$ cat config.mk
export PLATFORM = sky130hd
export DESIGN_NAME = uart_tx
export DESIGN_NICKNAME = d
export VERILOG_FILES = /design/src/rtl/uart_tx.sv
export SDC_FILE = /design/constraint.sdc
export NUM_CORES = 1
export LEC_CHECK = 0
export ABC_AREA = 1
export CAP_MARGIN = 20
export CORE_MARGIN = 8
export CORE_UTILIZATION = 30
export CTS_BUF_LIST = sky130_fd_sc_hd__clkbuf_8
export DETAILED_ROUTE_END_ITERATION = 16
export GPL_TIMING_DRIVEN = 0
export PLACE_DENSITY = 0.55
export SLEW_MARGIN = 20
export SYNTH_ARGS = -nofsm -noshare
export SYNTH_HDL_FRONTEND = slang
export SYNTH_SLANG_ARGS = --single-unit
$ cat constraint.sdc
create_clock -name clk -period 2.9 [get_ports clk]
set_clock_uncertainty 0.05 [all_clocks]
set_input_delay 0.87 -clock clk [delete_from_list [all_inputs] [get_ports clk]]
set_output_delay 0.87 -clock clk [all_outputs]
set_load 0.05 [all_outputs]
$ cat src/rtl/uart_tx.sv
// uart_tx: 8N1 UART transmitter, LSB first, fed by a valid/ready byte port.
// Ports: clk, reset (sync, active low), data/valid/ready in, busy, TXD out.
// Define UART_TX_FIFO_EN to add a FIFO_DEPTH-entry queue ahead of the FSM.
module uart_tx #(
  parameter int CLK_HZ     = 27000000,
  parameter int BAUD       = 115200,
  parameter int DIV        = CLK_HZ / BAUD,
  parameter int FIFO_DEPTH = 4
) (
  input  logic       clk,
  input  logic       reset,
  input  logic [7:0] data,
  input  logic       valid,
  output logic       ready,
  output logic       busy,
  output logic       TXD
);

  localparam int BW = (DIV > 1) ? $clog2(DIV) : 1;
  localparam logic [BW-1:0] B_LAST = BW'(DIV - 1);
  localparam logic [BW-1:0] B_ONE  = BW'(1);

  if (DIV < 2 || FIFO_DEPTH < 2 ||
      (FIFO_DEPTH & (FIFO_DEPTH - 1)) != 0) begin : g_bad_cfg
    $error("uart_tx: DIV must be >= 2, FIFO_DEPTH a power of two >= 2");
  end

  typedef enum logic [1:0] {IDLE, START, DATA, STOP} state_e;

  state_e        state_q, state_d;
  logic [BW-1:0] baud_q, baud_d;
  logic [2:0]    bit_q, bit_d;
  logic [7:0]    shift_q, shift_d;
  logic          txd_q, txd_d;
  logic          bit_end;
  logic          load;
  logic          avail;
  logic          can_take;
  logic          queued;
  logic [7:0]    load_byte;

  assign bit_end = (baud_q == B_LAST);

`ifdef UART_TX_FIFO_EN
  localparam int AW = $clog2(FIFO_DEPTH);
  localparam logic [AW:0] P_ONE = (AW + 1)'(1);

  logic [7:0] mem_q [FIFO_DEPTH];
  logic [AW:0] wr_q, rd_q;
  logic        empty, full, push;

  // Extra wrap bit tells full from empty when the indices match.
  assign empty = (wr_q == rd_q);
  assign full  = (wr_q[AW-1:0] == rd_q[AW-1:0]) &&
                 (wr_q[AW] != rd_q[AW]);
  assign push      = valid && !full;
  assign avail     = !empty;
  assign can_take  = !full;
  assign queued    = !empty;
  assign load_byte = mem_q[rd_q[AW-1:0]];

  always_ff @(posedge clk) begin
    if (push) begin
      mem_q[wr_q[AW-1:0]] <= data;
    end
  end

  always_ff @(posedge clk) begin
    if (!reset) begin
      wr_q <= '0;
      rd_q <= '0;
    end else begin
      if (push) begin
        wr_q <= wr_q + P_ONE;
      end
      if (load) begin
        rd_q <= rd_q + P_ONE;
      end
    end
  end
`else
  assign avail     = valid;
  assign can_take  = (state_q == IDLE);
  assign queued    = 1'b0;
  assign load_byte = data;
`endif

  always_ff @(posedge clk) begin
    if (!reset) begin
      state_q <= IDLE;
      baud_q  <= '0;
      bit_q   <= '0;
      shift_q <= '0;
      txd_q   <= 1'b1;
    end else begin
      state_q <= state_d;
      baud_q  <= baud_d;
      bit_q   <= bit_d;
      shift_q <= shift_d;
      txd_q   <= txd_d;
    end
  end

  always_comb begin
    state_d = state_q;
    baud_d  = baud_q;
    bit_d   = bit_q;
    shift_d = shift_q;
    load    = 1'b0;
    if (state_q != IDLE) begin
      baud_d = bit_end ? '0 : baud_q + B_ONE;
    end
    unique case (state_q)
      IDLE: begin
        load = avail;
      end
      START: begin
        if (bit_end) begin
          state_d = DATA;
        end
      end
      DATA: begin
        if (bit_end) begin
          shift_d = shift_q >> 1;
          bit_d   = bit_q + 3'd1;
          if (bit_q == 3'd7) begin
            state_d = STOP;
          end
        end
      end
      STOP: begin
        if (bit_end) begin
`ifdef UART_TX_FIFO_EN
          // Chain straight into the next start bit: no idle gap.
          load    = avail;
          state_d = IDLE;
`else
          state_d = IDLE;
`endif
        end
      end
    endcase
    if (load) begin
      state_d = START;
      shift_d = load_byte;
      bit_d   = '0;
      baud_d  = '0;
    end
  end

  // Line level is registered from the current state, so TXD
  // lags the state by one cycle and never glitches.
  always_comb begin
    txd_d = 1'b1;
    unique case (state_q)
      START:   txd_d = 1'b0;
      DATA:    txd_d = shift_q[0];
      default: txd_d = 1'b1;
    endcase
    ready = can_take;
    busy  = (state_q != IDLE) || queued;
    TXD   = txd_q;
  end

endmodule

### After elaboration in Yosys (flattened, before gate mapping)

Index checks and enable logic that the tools add are counted.
Widths: inputs -> output; s select.

* flip-flop bits (word level): 22
* bits in latches: 0
* bits in writable memories: 0
* bits in read-only memories: 0
* bits of input ports: 11
* logic and storage cells: 45
* memories kept: 0

* add/sub/neg operators: 2
* multipliers: 0
* divide/modulo/power cells: 0
* $lt $le $gt $ge: 0
* eq/ne operators: 13
* shift-type cells: 0
* mux-type cells: 12
* bitwise logic cells: 1
* reduce and logical (&&, ||, !) cells: 11

Operators by type and width (number)
* $mux 8: 4
* $ne 3x3->1 const B: 4
* $reduce_and 5->1: 2
* $add 8x1->8 const B: 1
* $eq 8x8->1 const B: 1
* $mux 2: 4
* $ne 2x2->1 const B: 4
* $pmux 2 s3: 1
* $reduce_bool 2->1: 3
* $eq 2x2->1 const B: 2
* $reduce_and 2->1: 2
* $reduce_bool 4->1: 1
* $add 3x1->3 const B: 1
* $eq 3x3->1 const B: 1
* $reduce_bool 3->1: 1
* $eq 2x1->1 const B: 1
* $logic_not 2->1: 1
* $mux 1: 2
* $pmux 1 s2: 1
* $reduce_or 2->1: 1
* $not 1->1: 1

### Logic depth before layout (Yosys ltp)

* depth in word-level cells: 5
* mapped depth: 10
* mapped depth without buffers: 10

### Least setup slack after synthesis

OpenSTA, ideal clock, no wires.

* kind: register to output
* from: register state_q[0]
* to: output port busy
* data arrival time: 1.272 ns
* required time: 1.980 ns
* setup slack: 0.708 ns
* cell stages (with the launch flop): 4
* path buffers: 0
* cells stage by stage: dfxtp_1 -> inv_1 -> ha_1 -> inv_2

* longest elaborated chain between the ends: 1

Ends and longest elaborated chain
* from (decl): RTL line 30 `state_e state_q, state_d;`
* from (signal assigned): RTL line 96 `state_q <= state_d;`
* $reduce_bool 2->1: RTL line 161 `busy = (state_q != IDLE) || queued;`
* to (decl): RTL line 15 `output logic busy,`

No other way between the ends.

### Worst setup path after layout

Same ends and word-level chain as after synthesis.

==> impl_metrics.env <==
export IMPL_timing_worst_setup_path_type="reg2out"
export IMPL_ys_warnings_count=0
export IMPL_synth_common_cells="sky130_fd_sc_hd__nand2_1, sky130_fd_sc_hd__nor2_1, sky130_fd_sc_hd__dfxtp_1"
export IMPL_fillCellCount=395
export IMPL_grt_met2_usage=0.152
export IMPL_timing_slew_headroom=0.664
export IMPL_grt_busiest_layer="met2"
export IMPL_num_antenna_cells=0
export IMPL_p_leak_nw=0.606
export IMPL_wire_length_of_the_first_global_routing_pass_um=4020
export IMPL_netlist_cell_type_count=24
export IMPL_crit_path_start_kind="flip-flop"
export IMPL_wl_per_cell_um=10.1
export IMPL_path_clk_slew_ns=0.08
export IMPL_detailed_placement_hpwl_um=1790
export IMPL_grt_util_met3=0.0219
export IMPL_nets=195
export IMPL_critPathCaptureType="output pin"
export IMPL_finalHoldViolCount=0
export IMPL_period_needed_ns=2.68
export IMPL_core_rowCount=22
export IMPL_total_switching_power_mw=0.311
export IMPL_synth_seq_area_share=0.389
export IMPL_cts_tree="yes"
export IMPL_number_of_nets_in_the_synthesized_netlist=177
export IMPL_netlist_instances=157
export IMPL_max_cap_violations=0
export IMPL_clockRootBuffer="sky130_fd_sc_hd__clkbuf_8"
export IMPL_vias_post_dr=990
export IMPL_synthArstFlopShare=0
export IMPL_overflow=0
export IMPL_grt_setup_unrepaired="false"
export IMPL_htree_num_levels=1
export IMPL_layout_drive_gt1_share=0.115
export IMPL_cts_sinks=22
export IMPL_power_share_switching=0.357
export IMPL_critPathRequiredTime_ns=1.98
export IMPL_drt_pass1_iter_count=4
export IMPL_yosysTopAreaCellShare=0.389
export IMPL_synth_top_cells_by_area="sky130_fd_sc_hd__dfxtp_1, sky130_fd_sc_hd__nand2_1, sky130_fd_sc_hd__ha_1"
export IMPL_ir_worst_vdd_uv=282
export IMPL_final_max_slew_violation_count=0
export IMPL_via_per_inst=4.46
export IMPL_timing_critical_path_arrival_ns=1.76
export IMPL_cts_inserted_buffers=3
export IMPL_gp_congestion=0.709
export IMPL_p_comb_frac=0.335
export IMPL_num_io_pins=14
export IMPL_area_grow_syn2layout_pct=21.8
export IMPL_synth_ff_latch_count=22
export IMPL_internal_power_mw=0.561
export IMPL_timing_fmax_ghz=0.373
export IMPL_timing_final_setup_violations=0
export IMPL_synth_top_area_cell="sky130_fd_sc_hd__dfxtp_1"
export IMPL_core_box_area_mm2=0.00363
export IMPL_main_synth_ff_type="sky130_fd_sc_hd__dfxtp_1"
export IMPL_synth_edff_count=0
export IMPL_globalRouteMet1Util=0.0796
export IMPL_remaining_drc_errors=0
export IMPL_die_ht_um=77.4
export IMPL_die_w_um=77.4
export IMPL_holdCritPathClass="reg2reg"
export IMPL_buffer_ports_inserted=13
export IMPL_synth_most_common_cell="sky130_fd_sc_hd__nand2_1"
export IMPL_synth_area_per_cell_um2=7.20
export IMPL_initial_utilization=0.311
export IMPL_outcome="complete, no violations"
export IMPL_via_count_of_the_first_global_routing_pass=966
export IMPL_grt_antenna_before_repair=0
export IMPL_grt_max_degree=13
export IMPL_dpl_cell_area_mm2=0.00132
export IMPL_tcrit_tclk_final=0.924
export IMPL_post_route_cell_area_mm2=0.00138
export IMPL_first_iter_violations=42
export IMPL_routed_wl_um=2250
export IMPL_route_antenna_remaining_nets=0
export IMPL_floorplan_die_area_mm2=0.00599
export IMPL_max_clock_path_buffers=2
export IMPL_grt_use_total=0.0800
export IMPL_setup_total_negative_slack_ns=0
export IMPL_clkPwrFrac=0.249
export IMPL_clk_latency_ns=0.26
export IMPL_timing_worst_slew_pin_value_ns=0.503
export IMPL_syn_area_mm2=0.00113
export IMPL_crit_fanout=7
export IMPL_power_density_mw_per_mm2=633
export IMPL_power_frac_seq=0.416
==> sequential cells by signal, indices dropped and copies added, names as in the netlist <==
name / flops
TXD: 1
baud_q: 8
bit_q: 3
shift_q: 8
state_q: 2
==> placed cells by master (no fill, tap or decap) <==
master and count:
sky130_fd_sc_hd__a31oi_1 1, sky130_fd_sc_hd__a21oi_1 6, sky130_fd_sc_hd__mux2i_1 1, sky130_fd_sc_hd__or2_1 1
sky130_fd_sc_hd__dlygate4sd2_1 1, sky130_fd_sc_hd__clkdlybuf4s50_1 11, sky130_fd_sc_hd__buf_6 1, sky130_fd_sc_hd__nor2_1 30
sky130_fd_sc_hd__o21bai_1 1, sky130_fd_sc_hd__nand3_1 4, sky130_fd_sc_hd__a211oi_1 1, sky130_fd_sc_hd__a21oi_2 1
sky130_fd_sc_hd__dfxtp_1 22, sky130_fd_sc_hd__ha_1 9, sky130_fd_sc_hd__xor2_1 2, sky130_fd_sc_hd__nor3_1 2
sky130_fd_sc_hd__nand4_1 1, sky130_fd_sc_hd__o21ai_2 2, sky130_fd_sc_hd__nand2_2 3, sky130_fd_sc_hd__nor2_2 3
sky130_fd_sc_hd__dlymetal6s2s_1 1, sky130_fd_sc_hd__inv_1 13, sky130_fd_sc_hd__clkbuf_8 4, sky130_fd_sc_hd__nor3_2 1
sky130_fd_sc_hd__nand3_2 1, sky130_fd_sc_hd__inv_2 4, sky130_fd_sc_hd__nand2_1 40, sky130_fd_sc_hd__o21ai_1 7
==> timing repair <==
action,in CTS,in global routing
resized for setup,1,1
buffers inserted,0,0
pin swaps,0,0
hold buffers,0,0
endpoints found under the setup margin,1,1
==> logic make-up (layout without fill, tap and decap cells) <==
kind of cell	after synthesis	count (layout)	synth area share
buffers and inverters	18	35	0.0664
adder cells (fa/ha/maj)	9	9	0.0996
AO/OA/AOI/OAI	19	19	0.0996
XOR/XNOR	2	2	0.0155
AND/OR/NAND/NOR	86	86	0.321
multiplexers	1	1	0.00885
flip-flops	22	22	0.389
==> layout make-up <==
class | count | area (um^2) | area share
multi-input combinational | 117 | 616 | 0.447
buffer | 1 | 11.3 | 0.00817
clock buffer | 4 | 55.1 | 0.0400
tap | 48 | 60.1 | 0.0436
sequential | 22 | 440 | 0.320
timing repair buffer | 13 | 131 | 0.0954
inverter | 17 | 63.8 | 0.0463
==> routing by layer <==
layer | routed length [um] | vias to the layer above
met4 | 38 | 0
met2 | 1200 | 6
met1 | 967 | 456
met3 | 43 | 2
li1 | - | 526
met5 | 0 | -
==> stage by stage <==
stage	setup slack, ns	power (mW)	hold slack [ns]	utilization	cells
global placement	0.252	0.663	0.402	0.364	218
finish	0.219	0.872	0.424	0.379	222
global route	0.125	0.934	0.445	0.379	222
CTS	0.0424	0.889	0.427	0.378	222
floorplan	0.708	0.588	0.389	-	157
detailed placement	0.232	0.670	0.414	0.364	218
==> worst max-delay path, stage by stage, from the launching register on <==
cell	delay, ns
sky130_fd_sc_hd__dfxtp_1	0.41
sky130_fd_sc_hd__inv_1	0.10
sky130_fd_sc_hd__ha_1	0.30
sky130_fd_sc_hd__inv_2	0.14
sky130_fd_sc_hd__dlygate4sd2_1	0.54
==> power groups by stage <==
stage	Combinational [mW]	Clock, mW	Sequential (mW)
6_report	0.292	0.218	0.363
5_1_grt	0.329	0.236	0.369
4_1_cts	0.298	0.228	0.363
3_5_place_dp	0.300	0	0.370
3_3_place_gp	0.294	0	0.369
2_1_floorplan	0.213	0	0.375
==> final timing paths <==
| path | from | endpoint | slack (ns) | cells after the start |
|---|---|---|---|---|
| max | state_q[0] | busy | 0.22 | 4 |
| min | bit_q[2] | bit_q[2] | 0.42 | 2 |
| max reg2reg | state_q[0] | baud_q[7] | 1.07 | 10 |
| min reg2reg | bit_q[2] | bit_q[2] | 0.42 | 2 |
No activity file was read; power rests on OpenSTA's default activity.
